==> src/rtl/gcd_pkg.sv <==
// rtl/gcd_pkg.sv - shared state encoding and default width for the GCD engine
package gcd_pkg;

    localparam int GCD_WIDTH_DEFAULT = 16;

    typedef enum logic [1:0] {
        IDLE = 2'd0,
        CALC = 2'd1,
        DONE = 2'd2
    } gcd_state_t;

endpackage

==> src/rtl/gcd_stein_step.sv <==
// rtl/gcd_stein_step.sv - one combinational binary-GCD (Stein) reduction step
module gcd_stein_step #(
    parameter int WIDTH = 16,
    localparam int KW   = $clog2(WIDTH) + 1
) (
    input  logic [WIDTH-1:0] a,
    input  logic [WIDTH-1:0] b,
    input  logic [KW-1:0]    k,
    output logic [WIDTH-1:0] a_nxt,
    output logic [WIDTH-1:0] b_nxt,
    output logic [KW-1:0]    k_nxt,
    output logic [WIDTH-1:0] result,
    output logic             done
);

    // Select the single reduction that applies to the current operand pair
    always_comb begin
        a_nxt  = a;
        b_nxt  = b;
        k_nxt  = k;
        done   = 1'b0;
        // The surviving operand times the common power of two is the gcd;
        // it always fits in WIDTH because the true gcd does.
        result = (a | b) << k;
        if ((a == '0) || (b == '0)) begin
            done = 1'b1;
        end else if (!a[0] && !b[0]) begin
            a_nxt = a >> 1;
            b_nxt = b >> 1;
            k_nxt = k + KW'(1);
        end else if (!a[0]) begin
            a_nxt = a >> 1;
        end else if (!b[0]) begin
            b_nxt = b >> 1;
        end else if (a >= b) begin
            // Difference of two odd numbers is even, so the halving is exact
            a_nxt = (a - b) >> 1;
        end else begin
            b_nxt = (b - a) >> 1;
        end
    end

endmodule

==> src/rtl/gcd_engine.sv <==
// rtl/gcd_engine.sv - handshaked iterative binary-GCD engine
module gcd_engine
    import gcd_pkg::*;
#(
    parameter int WIDTH = GCD_WIDTH_DEFAULT
) (
    input  logic               clk,
    input  logic               rst,
    input  logic               in_valid,
    input  logic [2*WIDTH-1:0] in_data,
    output logic               in_ready,
    output logic               out_valid,
    input  logic               out_ready,
    output logic [WIDTH-1:0]   out_data
);

    localparam int KW = $clog2(WIDTH) + 1;

    gcd_state_t       state_q;
    gcd_state_t       state_d;
    logic [WIDTH-1:0] a_q;
    logic [WIDTH-1:0] b_q;
    logic [KW-1:0]    k_q;
    logic [WIDTH-1:0] a_nxt;
    logic [WIDTH-1:0] b_nxt;
    logic [KW-1:0]    k_nxt;
    logic [WIDTH-1:0] step_result;
    logic             step_done;
    logic             in_xfer;
    logic             out_xfer;

    assign in_xfer  = in_valid & in_ready;
    assign out_xfer = out_valid & out_ready;

    gcd_stein_step #(
        .WIDTH (WIDTH)
    ) u_step (
        .a      (a_q),
        .b      (b_q),
        .k      (k_q),
        .a_nxt  (a_nxt),
        .b_nxt  (b_nxt),
        .k_nxt  (k_nxt),
        .result (step_result),
        .done   (step_done)
    );

    // State register; reset drops straight back to IDLE without waiting for clk
    always_ff @(posedge clk or negedge rst) begin
        if (!rst) begin
            state_q <= IDLE;
        end else begin
            state_q <= state_d;
        end
    end

    // Next-state: accept in IDLE, iterate in CALC, hold result in DONE until taken
    always_comb begin
        state_d = state_q;
        case (state_q)
            IDLE:    if (in_xfer)   state_d = CALC;
            CALC:    if (step_done) state_d = DONE;
            DONE:    if (out_xfer)  state_d = IDLE;
            default:                state_d = IDLE;
        endcase
    end

    // Handshake outputs are pure functions of the state
    always_comb begin
        in_ready  = 1'b0;
        out_valid = 1'b0;
        case (state_q)
            IDLE:    in_ready  = 1'b1;
            DONE:    out_valid = 1'b1;
            default: ;
        endcase
    end

    // Operand, shift-count and result registers
    always_ff @(posedge clk or negedge rst) begin
        if (!rst) begin
            a_q      <= '0;
            b_q      <= '0;
            k_q      <= '0;
            out_data <= '0;
        end else begin
            if (state_q == IDLE) begin
                if (in_xfer) begin
                    a_q <= in_data[2*WIDTH-1:WIDTH];
                    b_q <= in_data[WIDTH-1:0];
                    k_q <= '0;
                end
            end else if (state_q == CALC) begin
                if (step_done) begin
                    out_data <= step_result;
                end else begin
                    a_q <= a_nxt;
                    b_q <= b_nxt;
                    k_q <= k_nxt;
                end
            end
        end
    end

endmodule

==> config.mk <==
export PLATFORM = sky130hd
export DESIGN_NAME = gcd_engine
export DESIGN_NICKNAME = d
export VERILOG_FILES = /design/src/rtl/gcd_pkg.sv /design/src/rtl/gcd_stein_step.sv /design/src/rtl/gcd_engine.sv
export SDC_FILE = /design/constraint.sdc
export NUM_CORES = 1
export LEC_CHECK = 0
export ABC_AREA = 0
export CAP_MARGIN = 30
export CORE_UTILIZATION = 30
export CTS_CLUSTER_DIAMETER = 30
export DETAILED_ROUTE_END_ITERATION = 8
export PLACE_DENSITY = 0.43
export SETUP_SLACK_MARGIN = 0.3
export SYNTH_ARGS = -nofsm -noshare
export SYNTH_HDL_FRONTEND = slang
export SYNTH_HIERARCHICAL = 1
export SYNTH_SLANG_ARGS = --single-unit
==> constraint.sdc <==
create_clock -name clk -period 4.8 [get_ports clk]
set_clock_uncertainty 0.2 [all_clocks]
set_input_delay 0.48 -clock clk [delete_from_list [all_inputs] [get_ports clk]]
set_output_delay 0.48 -clock clk [all_outputs]
set_load 0.1 [all_outputs]
== Word level (Yosys, flattened, before mapping) ==
Cells that the tools add are included.
Word-level totals
  input bits: 36
  flip-flop bits (word level): 55
Cells by class
  bitwise operators: 4
  reduce and logical (&&, ||, !) cells: 17
  $add $sub $neg: 3
  muxes and demuxes: 31
  shift operators: 1
  magnitude comparators: 1
  equality and inequality tests: 10
Operators by type and width (number)
  16-bit 2-to-1 mux: 18
  16-bit logical NOT: 2
  16-bit subtractor: 2
  5-bit 2-to-1 mux: 6
  16-bit >= comparator: 1
  16-bit OR: 1
  16-bit by 5-bit left shift with 16-bit output: 1
  6-bit AND reduction: 2
  5-bit AND reduction: 2
  2-bit inequality test (second input constant): 4
  4-bit by 1-bit inequality test with 1-bit output (second input constant): 2
  2-bit 2-to-1 mux: 3
  2-bit case mux with 3 select lines: 1
  3-bit AND reduction: 2
  5-bit by 1-bit adder with 5-bit output (second input constant): 1
  4-bit by 3-bit inequality test with 1-bit output (second input constant): 1
  4-bit AND reduction: 1
  2-bit nonzero test: 2
  1-bit 2-to-1 mux: 3
  3-bit nonzero test: 1
  1-bit bitwise AND: 2
  2-bit by 1-bit == test with 1-bit output (second input constant): 1
  2-bit == test (second input constant): 1
  1-bit logical NOT: 2
  5 further kinds: 5

== Depth between registers and ports, before layout ==
  word-level depth: 9
  gate-level depth with buffers: 13
  mapped depth without buffers: 12

== Cells and area by module ==
The synthesis kept the hierarchy.
Modules (own cells, without submodules)
  gcd_stein_step: times used 1, sequential area each 0.0 um^2, cells each 516, area each 3554.7 um^2
  gcd_engine: times used 1, sequential area each 1376.3 um^2, cells each 157, area each 2458.6 um^2

== Worst setup path before layout ==
Ideal clock, no wire load.
  kind: flip-flop to flip-flop
  from: register b_q[0]
  to: register b_q[11]
  arrival: 3022 ps
  path buffers: 1
  setup slack: 1454 ps
  required time: 4475 ps
  clock period less this slack: 3346 ps
  cell stages (with the launch flop): 14
  path through: dfrtp_1 -> clkbuf_1 -> inv_1 -> ha_1 -> fa_1 -> nor3_1 -> nor3_1 -> o211a_1 -> o21ba_2 -> o221ai_1 -> xnor2_1 -> a221o_1 -> mux2_2 -> mux2_2
On the way
  word-level cells in the longest chain between the ends: 9
  elaborated cells between the ends (all ways): 20
  those cells by class: add/sub: 1; order compare: 1; eq/ne: 3; mux: 9; reduce/logical: 6
Ends and longest elaborated chain
  start, declared: line gcd_engine.sv:22  | logic [WIDTH-1:0] b_q;
  start signal, assigned: line gcd_engine.sv:90  | b_q <= in_data[WIDTH-1:0];
  start signal, assigned: line gcd_engine.sv:98  | b_q <= b_nxt;
  16-bit subtractor: line gcd_stein_step.sv:39  | b_nxt = (b - a) >> 1;
  16-bit 2-to-1 mux: line gcd_stein_step.sv:35  | end else if (a >= b) begin
  16-bit 2-to-1 mux: line gcd_stein_step.sv:33  | end else if (!b[0]) begin
  16-bit 2-to-1 mux: line gcd_stein_step.sv:31  | end else if (!a[0]) begin
  16-bit 2-to-1 mux (*): line gcd_stein_step.sv:27  | end else if (!a[0] && !b[0]) begin
  16-bit 2-to-1 mux (*): line gcd_stein_step.sv:25  | if ((a == '0) || (b == '0)) begin
  net b_nxt[11]: line gcd_engine.sv:25  | logic [WIDTH-1:0] b_nxt;
  16-bit 2-to-1 mux (*): line gcd_engine.sv:94  | if (step_done) begin
  16-bit 2-to-1 mux (*): line gcd_engine.sv:93  | end else if (state_q == CALC) begin
  16-bit 2-to-1 mux (*): line gcd_engine.sv:87  | if (state_q == IDLE) begin
Mark *: on every way through the listed nets, which the timed path passes. The rest lies on a longest branch. The select of a mux whose other input is x is not followed.
A chain may end at the register's enable or synchronous reset.

== Worst setup path in the final report ==
  from: register a_q[0]
  to: register b_q[11]
On the way
  word-level cells in the longest chain between the ends: 9
  elaborated cells between the ends (all ways): 20
  those cells by class: add/sub: 1; order compare: 1; eq/ne: 3; mux: 9; reduce/logical: 6
Ends and longest elaborated chain
  start, declared: line gcd_engine.sv:21  | logic [WIDTH-1:0] a_q;
  start signal, assigned: line gcd_engine.sv:89  | a_q <= in_data[2*WIDTH-1:WIDTH];
  start signal, assigned: line gcd_engine.sv:97  | a_q <= a_nxt;
  16-bit subtractor: line gcd_stein_step.sv:39
  16-bit 2-to-1 mux: line gcd_stein_step.sv:35
  16-bit 2-to-1 mux: line gcd_stein_step.sv:33
  16-bit 2-to-1 mux: line gcd_stein_step.sv:31
  16-bit 2-to-1 mux (*): line gcd_stein_step.sv:27
  16-bit 2-to-1 mux (*): line gcd_stein_step.sv:25
  net b_nxt[11]: line gcd_engine.sv:25
  16-bit 2-to-1 mux (*): line gcd_engine.sv:94
  16-bit 2-to-1 mux (*): line gcd_engine.sv:93
  16-bit 2-to-1 mux (*): line gcd_engine.sv:87
Marks and branches as above.

==> summary.txt <==
Logic synthesis
  – Avg Cell Area, Syn: 8.94 µm²
  – Post-synth top area cell: dfrtp_1
  – Mapped Nets: 760
  – Top_reg_cell synth: dfrtp_1
  – Register area share after synthesis: 22.9%
  – Syn Inst Count: 673
  – Yosys reg bits: 55
  – Yosys top cell area share: 22.9%
  – Netlist cell types: 74
  – Post-synth EDFFs: 0
  – Top-count cell post-synth: mux2_2
  – Synth cell count leaders: 84 x mux2_2, 57 x nor2_1, 55 x dfrtp_1, 55 x inv_1, 49 x ha_1
  – Synth area leaders: dfrtp_1 23%, mux2_2 16%, ha_1 10%
  – Synthesized cell area: 6010 µm²
  – Asr flop ratio synth: 100%
  – Synth warn: 6

Critical path
  – Max Fanout on Critical Path: 14
  – Crit path DAT: 4290 ps
  – Startpoint type of the worst setup path: register
  – R2R Path Start: a_q[0]
  – Worst reg2reg path depth: 12
  – Worst setup EP type: register
  – Reg2reg end: b_q[11]
  – R2r setup slk: 520 ps
  – Data required, critical path: 4810 ps
  – Critical path type: register to register

STA
  – RSZ-0062 raised after global routing: false
  – Hold slack: 84.4 ps
  – Setup_tns: 0 ps
  – Final setup margin: 520 ps
  – Slew HR: 35.2%
  – FMAX: 0.234 GHz
  – Final Hold Fails: 0
  – Least-Margin Pin Slew: 970 ps
  – Setup-failing EPs final: 0
  – Minimum clock period: 4280 ps
  – Final period utilization: 89.2%
  – Max-slew violations: 0

Status
  – Outcome: completed

Global routing
  – Initial antenna violation count: 0
  – Largest net degree at the start of global routing: 56
  – Vias in the first global route: 5252
  – Global-route wire length before repair: 31.2 mm
  – GR Util All Layers: 20.3%
  – Grt ovf: 0

Drt
  – WL per Instance: 20.7 µm
  – Post-DRT Antenna Nets: 0
  – DRC viols: 0
  – First-pass DRT Iterations: 5
  – Total Routed Length: 20.2 mm
  – DR vias/cell: 5.46
  – DR iter-0 viols: 365
  – Vias: 5317

Clock tree
  – Post-CTS Resized: 0
  – Hold Buf Count CTS: 0
  – Total CTS buffers: 5
  – Clk slew on worst S/H paths: 90 ps
  – TritonCTS Sinks: 55
  – Post-CTS Setup Repair Bufs: 0
  – # H-tree levels: 2
  – Clock Tree Root: clkbuf_16
  – CTS Buffer Depth: 2
  – Clock Latency Late Sink: 320 ps
  – TritonCTS clock tree: yes

Placed design
  – Dpl cells: 965
  – Buffers on Ports: 53
  – RD Place Congestion: 0.877
  – DP HPWL: 15.7 mm
  – Setup WS pre-CTS: 513 ps

Die
  – Ports: 54
  – # rows: 51
  – Die Span Y: 144 µm
  – Core area: 19500 µm²
  – Die width: 144 µm
  – Die footprint: 20600 µm²
  – Initial Util: 30.8%

Layout
  – Share of cells above drive strength 1: 18.6%
  – Ant diodes: 0
  – Final cell count without fillers: 973
  – Synth-to-Final Area Change: 14.2%
  – Fin nets: 794

Job
  – MaxCap Viol Count: 0

Hold path
  – Min-Delay Path Class: primary input to asynchronous set/reset pin
[cells in the final DEF (no fill, tap or decap), types with 5 or more instances in the layout]
cell and count:
a221oi_1 7, nand4_1 7, nor2_1 57, nor3_1 14, inv_2 5, mux4_2 6, nor4_1 12, o31ai_1 5
xnor2_1 28, a211oi_1 7, clkdlybuf4s50_1 52, o311ai_0 5, o21ai_0 35, a22oi_1 9, a21oi_1 37, dfrtp_1 55
nand3_1 7, and2_1 5, a22o_1 6, clkbuf_16 5, ha_1 49, buf_4 8, o211ai_1 5, inv_1 55
mux2i_1 9, o22a_1 7, a31oi_1 11, nor2b_1 12, a221o_1 5, nand2b_1 8, mux2_2 84, nand2_1 28
[critical path, stage by stage, from the launching register on]
cell and delay (ps):
dfrtp_1 580, inv_1 300, ha_1 240, fa_1 240
o21bai_2 90, a21oi_4 270, a211oi_4 110, o31ai_4 490
and2_1 530, o21ai_4 170, a221o_1 420, mux2_2 260
mux2_2 250
[through the flow]
step                      instance area (µm²)  util (%)
after global routing                     6870      35.2
final                                    6870      35.2
after CTS                                6870      35.2
after detailed placement                 6720      34.4
after global placement                   6720      34.4
after floorplan                          6010         -
[layer usage]
metal	vias to the layer above	wire [µm]	track usage [%]	part of all wire, %
met5	-	0	0	0
met4	0	525	6.44	2.6
met3	25	1170	3.73	5.8
met2	182	9160	32.5	45
met1	2583	9330	27.4	46
li1	2527	-	-	-
[layout make-up]
| class | count | area, µm² |
|---|---|---|
| Tap cell | 265 | 332 |
| Inverter | 61 | 229 |
| Clock buffer | 5 | 125 |
| Clock inverter | 3 | 25.0 |
| Sequential cell | 55 | 1380 |
| Multi-Input combinational cell | 523 | 4190 |
| Timing Repair Buffer | 61 | 586 |
| Fill cell | 2034 | 12700 |
[cell families after synthesis]
family          after synthesis  share of synthesized area, %
compound gates              179                          21.5
flops                        55                          22.9
mux                          99                          19.5
simple gates                165                          13.6
xor+xnor                     29                          4.22
buf+inv                      95                          7.45
fa+ha+maj                    51                          10.9
[sequential cells by signal, summed over array words and instances (netlist names)]
signal and flops:
b_q 16, k_q 5, out_data 16, a_q 16
state_q 2
[how the worst max path moves through the flow]
stage,from,to
detailed placement,a_q[0],b_q[11]
global placement,a_q[0],a_q[7]
global route,a_q[0],a_q[7]
finish,a_q[0],b_q[11]
floorplan,b_q[0],b_q[11]
CTS,a_q[0],b_q[11]
Power is left out: the tool's default activity adds up to more than one toggle a clock period on the data nets, which glitch-free logic cannot reach.
